File: config.mk
export PLATFORM = sky130hd
export DESIGN_NAME = ingress_classifier
export DESIGN_NICKNAME = d
export VERILOG_FILES = /design/src/rtl/ingress_classifier.sv
export SDC_FILE = /design/constraint.sdc
export NUM_CORES = 1
export LEC_CHECK = 0
export ABC_AREA = 1
export BUFFER_PORTS_ARGS = -buffer_cell sky130_fd_sc_hd__buf_2
export CAP_MARGIN = 20
export CORE_UTILIZATION = 45
export DETAILED_ROUTE_END_ITERATION = 8
export PLACE_DENSITY_LB_ADDON = 0.15
export SKIP_LAST_GASP = 1
export SLEW_MARGIN = 0
export SYNTH_ARGS = -nofsm -noshare
export SYNTH_HDL_FRONTEND = slang
export SYNTH_SLANG_ARGS = --single-unit
File: constraint.sdc
create_clock -name clk_i -period 2.6 [get_ports clk_i]
set_input_delay 0.26 -clock clk_i [delete_from_list [all_inputs] [get_ports clk_i]]
set_output_delay 0.26 -clock clk_i [all_outputs]
set_load 0.005 [all_outputs]
File: src/rtl/ingress_classifier.sv
// Per-port ingress stage: buffers each frame, resolves its egress port through the
// shared MAC table, then replays the frame contiguously to the crossbar.
module ingress_classifier #(
   parameter int unsigned P_PORT_ID         = 0,
   parameter int unsigned P_FIFO_ADDR_WIDTH = 6,
   parameter int unsigned P_LKP_TIMEOUT     = 8
) (
   input  logic        clk_i,
   input  logic        rst_i,
   input  logic [7:0]  in_data_i,
   input  logic        in_valid_i,
   input  logic        in_last_i,
   output logic        lkp_req_o,
   output logic [47:0] lkp_da_o,
   output logic [47:0] lkp_sa_o,
   input  logic        lkp_ack_i,
   input  logic [2:0]  lkp_dest_i,
   output logic [7:0]  rx_data_o,
   output logic        rx_done_o,
   output logic [2:0]  rx_dest_o,
   output logic        stat_drop_o,
   output logic        stat_flood_o
);
   localparam int unsigned AW         = P_FIFO_ADDR_WIDTH;
   localparam int unsigned DEPTH      = 1 << AW;
   localparam int unsigned TMR_W      = $clog2(P_LKP_TIMEOUT + 1);
   localparam logic [2:0]  IDLE_DEST  = 3'(P_PORT_ID);
   localparam logic [2:0]  FLOOD_DEST = 3'd4;

   typedef struct packed {
      logic [2:0] dest;
      logic       drop;
   } desc_t;

   typedef enum logic [1:0] {S_IDLE, S_STREAM, S_DISCARD, S_GAP} state_t;

   // write side: arm after an idle cycle, count bytes, capture DA/SA
   logic        armed, accept, new_full, new_runt;
   logic [3:0]  cnt;
   logic [87:0] cap;

   assign accept   = in_valid_i && armed;
   assign new_full = accept && (cnt == 4'd11);
   assign new_runt = accept && in_last_i && (cnt < 4'd11);

   always_ff @(posedge clk_i) begin
      if (rst_i) begin
         armed <= 1'b0;
         cnt   <= '0;
         cap   <= '0;
      end else begin
         armed <= armed | ~in_valid_i;
         if (accept) begin
            if (in_last_i)          cnt <= '0;
            else if (cnt != 4'd12)  cnt <= cnt + 4'd1;
            if (cnt < 4'd11)        cap <= {cap[79:0], in_data_i};
         end
      end
   end

   // byte FIFO of {last, data}
   logic [8:0]  b_mem [DEPTH];
   logic [AW:0] b_wr, b_rd;
   logic        b_full, b_empty, b_push, b_pop;
   logic [8:0]  b_head;

   assign b_full  = (b_wr[AW] != b_rd[AW]) && (b_wr[AW-1:0] == b_rd[AW-1:0]);
   assign b_empty = (b_wr == b_rd);
   assign b_push  = accept && !b_full;
   assign b_head  = b_mem[b_rd[AW-1:0]];

   always_ff @(posedge clk_i) begin
      if (b_push) b_mem[b_wr[AW-1:0]] <= {in_last_i, in_data_i};
   end

   always_ff @(posedge clk_i) begin
      if (rst_i) begin
         b_wr <= '0;
         b_rd <= '0;
      end else begin
         if (b_push) b_wr <= b_wr + (AW+1)'(1);
         if (b_pop)  b_rd <= b_rd + (AW+1)'(1);
      end
   end

   // lookup control: one request in flight, one job may wait behind it
   logic             pend_valid, pend_runt;
   logic [95:0]      pend_addr, issue_addr;
   logic             issue_pend, issue_new, hold_new, issue_full, issue_runt;
   logic             ack_hit, tmo_hit, d_push;
   logic [TMR_W-1:0] tmr;
   desc_t            d_in;

   always_comb begin
      issue_pend = 1'b0;
      issue_new  = 1'b0;
      hold_new   = 1'b0;
      if (!lkp_req_o) begin
         if (pend_valid) begin
            issue_pend = 1'b1;
            hold_new   = new_full || new_runt;
         end else begin
            issue_new  = new_full || new_runt;
         end
      end else begin
         hold_new = new_full || new_runt;
      end
      issue_runt = issue_pend ? pend_runt : (issue_new && new_runt);
      issue_full = issue_pend ? !pend_runt : (issue_new && new_full);
      issue_addr = issue_pend ? pend_addr : {cap, in_data_i};
      ack_hit    = lkp_req_o && lkp_ack_i;
      tmo_hit    = lkp_req_o && !lkp_ack_i && (tmr == TMR_W'(P_LKP_TIMEOUT - 1));
      d_push     = ack_hit || tmo_hit || issue_runt;
      d_in       = '{dest: IDLE_DEST, drop: 1'b1};
      if (ack_hit) begin
         d_in.dest = (lkp_dest_i > FLOOD_DEST) ? FLOOD_DEST : lkp_dest_i;
         d_in.drop = (lkp_dest_i == IDLE_DEST);
      end else if (tmo_hit) begin
         d_in = '{dest: FLOOD_DEST, drop: 1'b0};
      end
   end

   always_ff @(posedge clk_i) begin
      if (rst_i) begin
         lkp_req_o    <= 1'b0;
         lkp_da_o     <= '0;
         lkp_sa_o     <= '0;
         tmr          <= '0;
         pend_valid   <= 1'b0;
         pend_runt    <= 1'b0;
         pend_addr    <= '0;
         stat_flood_o <= 1'b0;
      end else begin
         stat_flood_o <= tmo_hit;
         if (issue_full) begin
            lkp_req_o            <= 1'b1;
            {lkp_da_o, lkp_sa_o} <= issue_addr;
            tmr                  <= '0;
         end else if (ack_hit || tmo_hit) begin
            lkp_req_o <= 1'b0;
         end else if (lkp_req_o) begin
            tmr <= tmr + TMR_W'(1);
         end
         if (hold_new) begin
            pend_valid <= 1'b1;
            pend_runt  <= new_runt;
            pend_addr  <= {cap, in_data_i};
         end else if (issue_pend) begin
            pend_valid <= 1'b0;
         end
      end
   end

   // two-entry descriptor FIFO
   desc_t      d_mem [2];
   logic       d_wr, d_rd, d_pop, d_full;
   logic [1:0] d_cnt;
   desc_t      d_head;

   assign d_full = (d_cnt == 2'd2);
   assign d_head = d_mem[d_rd];

   always_ff @(posedge clk_i) begin
      if (rst_i) begin
         d_mem[0] <= '0;
         d_mem[1] <= '0;
         d_wr     <= 1'b0;
         d_rd     <= 1'b0;
         d_cnt    <= '0;
      end else begin
         if (d_push && !d_full) begin
            d_mem[d_wr] <= d_in;
            d_wr        <= ~d_wr;
         end
         if (d_pop) d_rd <= ~d_rd;
         case ({d_push && !d_full, d_pop})
            2'b10:   d_cnt <= d_cnt + 2'd1;
            2'b01:   d_cnt <= d_cnt - 2'd1;
            default: d_cnt <= d_cnt;
         endcase
      end
   end

   always_ff @(posedge clk_i) begin
      if (!rst_i) begin
         assert (!(accept && b_full)) else $error("ingress_classifier: byte FIFO overflow");
         assert (!(d_push && d_full)) else $error("ingress_classifier: descriptor FIFO overflow");
      end
   end

   // read FSM: replay or discard one frame per descriptor
   state_t     state, state_nxt;
   logic [2:0] cur_dest, cur_dest_nxt, dest_nxt;
   logic [7:0] data_nxt;
   logic       done_nxt, drop_nxt;

   always_comb begin
      state_nxt    = state;
      b_pop        = 1'b0;
      d_pop        = 1'b0;
      data_nxt     = '0;
      done_nxt     = 1'b0;
      dest_nxt     = IDLE_DEST;
      drop_nxt     = 1'b0;
      cur_dest_nxt = cur_dest;
      case (state)
         S_IDLE: begin
            if (d_cnt != 2'd0 && !b_empty) begin
               d_pop = 1'b1;
               b_pop = 1'b1;
               if (d_head.drop) begin
                  drop_nxt  = b_head[8];
                  state_nxt = b_head[8] ? S_GAP : S_DISCARD;
               end else begin
                  data_nxt     = b_head[7:0];
                  done_nxt     = b_head[8];
                  dest_nxt     = d_head.dest;
                  cur_dest_nxt = d_head.dest;
                  state_nxt    = b_head[8] ? S_GAP : S_STREAM;
               end
            end
         end
         S_STREAM: begin
            if (!b_empty) begin
               b_pop    = 1'b1;
               data_nxt = b_head[7:0];
               done_nxt = b_head[8];
               dest_nxt = cur_dest;
               if (b_head[8]) state_nxt = S_GAP;
            end
         end
         S_DISCARD: begin
            if (!b_empty) begin
               b_pop = 1'b1;
               if (b_head[8]) begin
                  drop_nxt  = 1'b1;
                  state_nxt = S_GAP;
               end
            end
         end
         S_GAP:   state_nxt = S_IDLE;
         default: state_nxt = S_IDLE;
      endcase
   end

   always_ff @(posedge clk_i) begin
      if (rst_i) begin
         state       <= S_IDLE;
         cur_dest    <= IDLE_DEST;
         rx_data_o   <= '0;
         rx_done_o   <= 1'b0;
         rx_dest_o   <= IDLE_DEST;
         stat_drop_o <= 1'b0;
      end else begin
         state       <= state_nxt;
         cur_dest    <= cur_dest_nxt;
         rx_data_o   <= data_nxt;
         rx_done_o   <= done_nxt;
         rx_dest_o   <= dest_nxt;
         stat_drop_o <= drop_nxt;
      end
   end
endmodule

Word-level counts from Yosys, hierarchy flattened
Memory sizes are Yosys's and may differ from the RTL's. A register that Yosys moved wholly into a read port is not among the register bits.
Index checks and enable logic that the tools add are counted.
- RAM bits: 584
- word-level logic and storage cells: 150
- bits in latches: 0
- ROM bits: 0
- memories: 2
- register bits after elaboration: 329
- input port bits: 16
- output and inout port bits: 111
- memory list (name ; depth ; bits a word ; rd ports ; clocked after Yosys merged registers in ; write ports ; RTL line ; source):
    b_mem ; 64 ; 9 ; 1 ; 1 ; 1 ; 62 ; logic [8:0] b_mem [DEPTH];
    d_mem ; 2 ; 4 ; 1 ; 1 ; 2 ; 155 ; desc_t d_mem [2];
- magnitude comparators: 2
- mux-type cells: 61
- shift operators: 0
- equality and inequality tests: 15
- multipliers: 0
- add/sub/neg operators: 6
- reduce and logical (&&, ||, !) cells: 36
- div/mod/pow operators: 0
- bitwise operators: 6
- operators with widths (cell ; count):
    $mux 96 ; 1
    $mux 1 ; 34
    $mux 8 ; 3
    $mux 4 ; 5
    $pmux 8 s2 ; 1
    $add 7x1->7 const B ; 2
    $logic_and 1x1->1 ; 13
    $mux 3 ; 4
    $mux 6 ; 2
    $mux 2 ; 5
    $reduce_bool 2->1 ; 5
    $add 4x1->4 const B ; 2
    $eq 2x2->1 const B ; 4
    $eq 7x7->1 ; 1
    $eq 6x6->1 ; 1
    $pmux 1 s2 ; 3
    $pmux 2 s3 ; 1
    $pmux 3 s2 ; 1
    $reduce_and 2->1 ; 3
    $reduce_and 3->1 ; 2
    $logic_not 1->1 ; 5
    $not 1->1 ; 5
    $eq 2x1->1 const B ; 2
    $eq 4x3->1 const B ; 1
    16 further kinds ; 20

Logic depth before layout (Yosys ltp)
- depth after elaboration: 15
- mapped depth: 15
- depth with buffers taken out: 14

Worst setup path after synthesis
No wires, ideal clock.
- path kind: register -> register
- from: reg b_wr[5]
- to: mem b_mem[11][0] (enable)
- path buffers: 1
- path slack: 0.376 ns
- clock period less this slack: 2.224 ns
- cell stages (with the launch flop): 10
- arrival: 1.850 ns
- data required time: 2.226 ns
- path through: dfxtp_1 -> buf_2 -> inv_1 -> nor2_1 -> nor3_1 -> nand3_1 -> nand2_1 -> nor2_1 -> nand3_1 -> nor2_1
- cells in the longest elaborated chain, start to end: 6
- RTL lines (what ; RTL line ; source):
    start: declaration ; 63 ; logic [AW:0] b_wr, b_rd;
    start signal: assignment ; 81 ; if (b_push) b_wr <= b_wr + (AW+1)'(1);
    $eq 6x6->1 ; 67 ; assign b_full = (b_wr[AW] != b_rd[AW]) && (b_wr[AW-1:0] == b_rd[AW-1:0]);
    $logic_and 1x1->1 ; 67 ;
    $logic_not 1->1 ; 69 ; assign b_push = accept && !b_full;
    $logic_and 1x1->1 ; 69 ;
    $mux 1 ; 73 ; if (b_push) b_mem[b_wr[AW-1:0]] <= {in_last_i, in_data_i};
    $mux 1 (implied by the code) ; 73 ;
    end: declaration ; 62 ;
Several ways; a longest one is shown, not always the timed one.

Worst setup path after layout
- from: reg b_wr[0]
- to: mem b_mem[20][6] (enable)
The elaborated chain is that of the path after synthesis.

==> results by group <==
Run status
  – Status: finished, final reports clean

Synthesis
  – EDFF count, synth: ~580
  – Mapped cell area: 35800 µm²
  – Cell taking the most area after synthesis: edfxtp_1
  – Top cell type's share of synthesized area: 0.489
  – Count leader, synth: nand2_1
  – Syn Area/Cell: 10.4 µm²
  – Synth Register Bits: 920
  – Register area share after synthesis: 0.677
  – Syn Nets: between 3000 and 4000
  – Post-synthesis cell count: 3456
  – Yosys warns: 0
  – Main flop type after synthesis: edfxtp_1
  – Netlist cell types: 36
  – Synth area leaders: edfxtp_1 49%, dfxtp_1 19%, o21ai_0 7.0%
  – Post-synth top cells: 598 x nand2_1, 584 x edfxtp_1, 581 x nor2_1, 503 x o21ai_0, 336 x dfxtp_1
  – FFs w/ async S/R, synth: 0

Route
  – Routed WL per cell: a little over 20 µm
  – Vias: 26334
  – 1st-pass router iterations: 5
  – Post-Route WL: around 97000 µm
  – Initial DRC count: 2394
  – Routed Antenna Nets: 0
  – Drt drc: 0
  – Vias/cell: 5.58

Floorplan
  – Row cnt: between 100 and 150
  – Core ar.: between 70000 and 80000 µm²
  – Die Wd: 284 µm
  – IO Pins: 127
  – Die height: 284 µm
  – Die area: 80700 µm²
  – Initial Util: 0.454

Setup path
  – CP max FO: 9
  – Worst Path Arrival: 2.69 ns
  – Critical Path RT: roughly 2.9 ns
  – Worst Setup End Kind: register
  – Kind of critical path: register to register
  – Startpoint Class: register

Place
  – Hpwl dp: 58800 µm
  – Port Buffers: 126
  – Cell Count Post-Placement: 4540
  – Placed cell area: 38200 µm²
  – Placer congestion estimate: 0.883

CTS
  – Reg clk slew, reported paths: 0.06 ns
  – Clock Latency Late Sink: 0.65 ns
  – H-tree levels: 3
  – CTS root buf: clkbuf_16
  – CTS Buf Count: 95
  – CTS sink count: 920
  – Max clock buf depth: 3
  – TritonCTS clock tree: built
  – Postcts setup bufs: 0

Pwr
  – PwrDens: approximately 790 nW/µm²
  – Pleak: 0.0147 µW
  – Max rail drop VDD: 578 µV

Timing
  – Clock Skews: 0.0373 ns
  – Setup Viol. Count Final: 0
  – Worst-Margin Slew: 1.07 ns
  – Unrepaired setup endpoints after global routing: yes
  – Fmax: roughly 0.41 GHz
  – Slew margin rel.: 0.289
  – Final Slew Violations: 0
  – Min Tclk post-route: 2.42 ns
  – Hold slack: 0.0906 ns
  – Hold Vio Cnt, Final: 0
  – Setup TNS: 0 ns
  – Final period util: 0.930

GRT
  – GRT Util Overall: 0.237
  – Vias in the first global route: 25700
  – Initial antenna violation count: 0
  – Grt total ovfl: 0
  – First-pass GRT wire length: approximately 150000 µm
  – Largest net degree at the start of global routing: about 110

Min path
  – Hold WC Path Type: input pin to register

Final layout
  – Final instance area: 41400 µm²
  – Area grow syn2layout: 15.6%
  – Final non-filler cell total: 4722
  – Fillers: 6950
  – Share of layout cells above drive strength 1: 0.121
  – Layout Nets: 3621

Run
  – Max cap viols: 0
==> state kept, by name (all words and copies together) (netlist names), 2 cells and up, named ones only <==
| signal | flops |
|---|---|
| tmr | 4 |
| cap | 88 |
| d_mem | 8 |
| lkp_da_o | 48 |
| rx_dest_o | 3 |
| d_cnt | 2 |
| lkp_sa_o | 48 |
| pend_addr | 96 |
| cur_dest | 3 |
| state | 2 |
| b_mem | 576 |
| rx_data_o | 8 |
| b_wr | 7 |
| cnt | 4 |
| b_rd | 7 |
==> placed cells by master, fill, tap and decap left out, types with 24 or more instances in the layout <==
master       n
clkbuf_1    24
nand2_1    597
o22ai_1    136
buf_12      26
buf_4      118
inv_1       45
dfxtp_1    333
edfxtp_1   584
a31oi_1     98
clkbuf_16   97
a21oi_1    149
buf_2      125
nand3_1     84
nor2_1     577
o21ai_0    501
==> stage by stage <==
stage	setup slack [ns]	util	total power, µW
finish	0.182	0.525	32700
global route	-0.0220	0.525	33900
CTS	0.0383	0.525	32900
detailed placement	0.0985	0.484	19400
global placement	0.191	0.484	19300
floorplan	0.376	-	18100
==> cell families (layout without fill, tap and decap cells) <==
kind of cell	count (synthesis)	count (layout)	share of synthesized area
simple gates	1291	1291	0.140
compound gates	926	926	0.139
flops	920	920	0.677
buf+inv	291	506	0.0354
xor+xnor	14	14	0.00342
fa+ha+maj	11	11	0.00384
mux	3	3	0.000943
other cells	0	1	0
==> report_power, final <==
part | internal [µW] | total, µW | switching (µW) | leakage, µW
sequential | 15700 | 15800 | 161 | 0.00798
clock | 8000 | 13600 | 5650 | 0.00154
combinational | 998 | 3250 | 2260 | 0.00520
==> final timing paths <==
path	start	endpoint	slack, ns	cells after the start
hold / removal	in_last_i	cnt[2]	0.09	4
hold reg to reg	armed	armed	0.45	2
setup / recovery	b_wr[0]	b_mem[20][6]	0.18	10
setup reg to reg	b_wr[0]	b_mem[20][6]	0.18	10
==> final cells by class <==
type | instances | area [µm²] | share of cell area
Inverter | 55 | 215 | 0.00520
Clock inverter | 41 | 467 | 0.0113
Sequential cell | 920 | 24300 | 0.586
Multi-Input combinational cell | 2245 | 10300 | 0.249
Antenna cell | 1 | 2.50 | 0.0000604
Tap cell | 1050 | 1310 | 0.0317
Timing Repair Buffer | 277 | 2130 | 0.0514
Clock buffer | 133 | 2680 | 0.0646
==> worst max-delay path: stages, from the launching register on <==
cell,delay (ns)
dfxtp_1,0.34
inv_1,0.18
nand2_1,0.09
nand3_1,0.09
nor2_1,0.06
nand3_1,0.06
nand2_1,0.08
inv_1,0.13
nand4_1,0.13
buf_4,0.21
nor2_1,0.67
==> metal layers <==
layer  global-route usage  part of all wire  vias to the layer above
met2                0.405              0.49                      870
met3               0.0376             0.058                      175
li1                     -                 -                    12387
met5                    0                 0                        -
met4               0.0718             0.029                        0
met1                0.309              0.42                    12902
==> repair_timing <==
item / 4_1_cts / 5_1_grt
resized for setup: 0 / 9
setup endpoints to repair: 0 / 82
hold buffers: 7 / 0
hold endpoints to repair: 29 / 0
No activity file was read; power rests on OpenSTA's default activity.
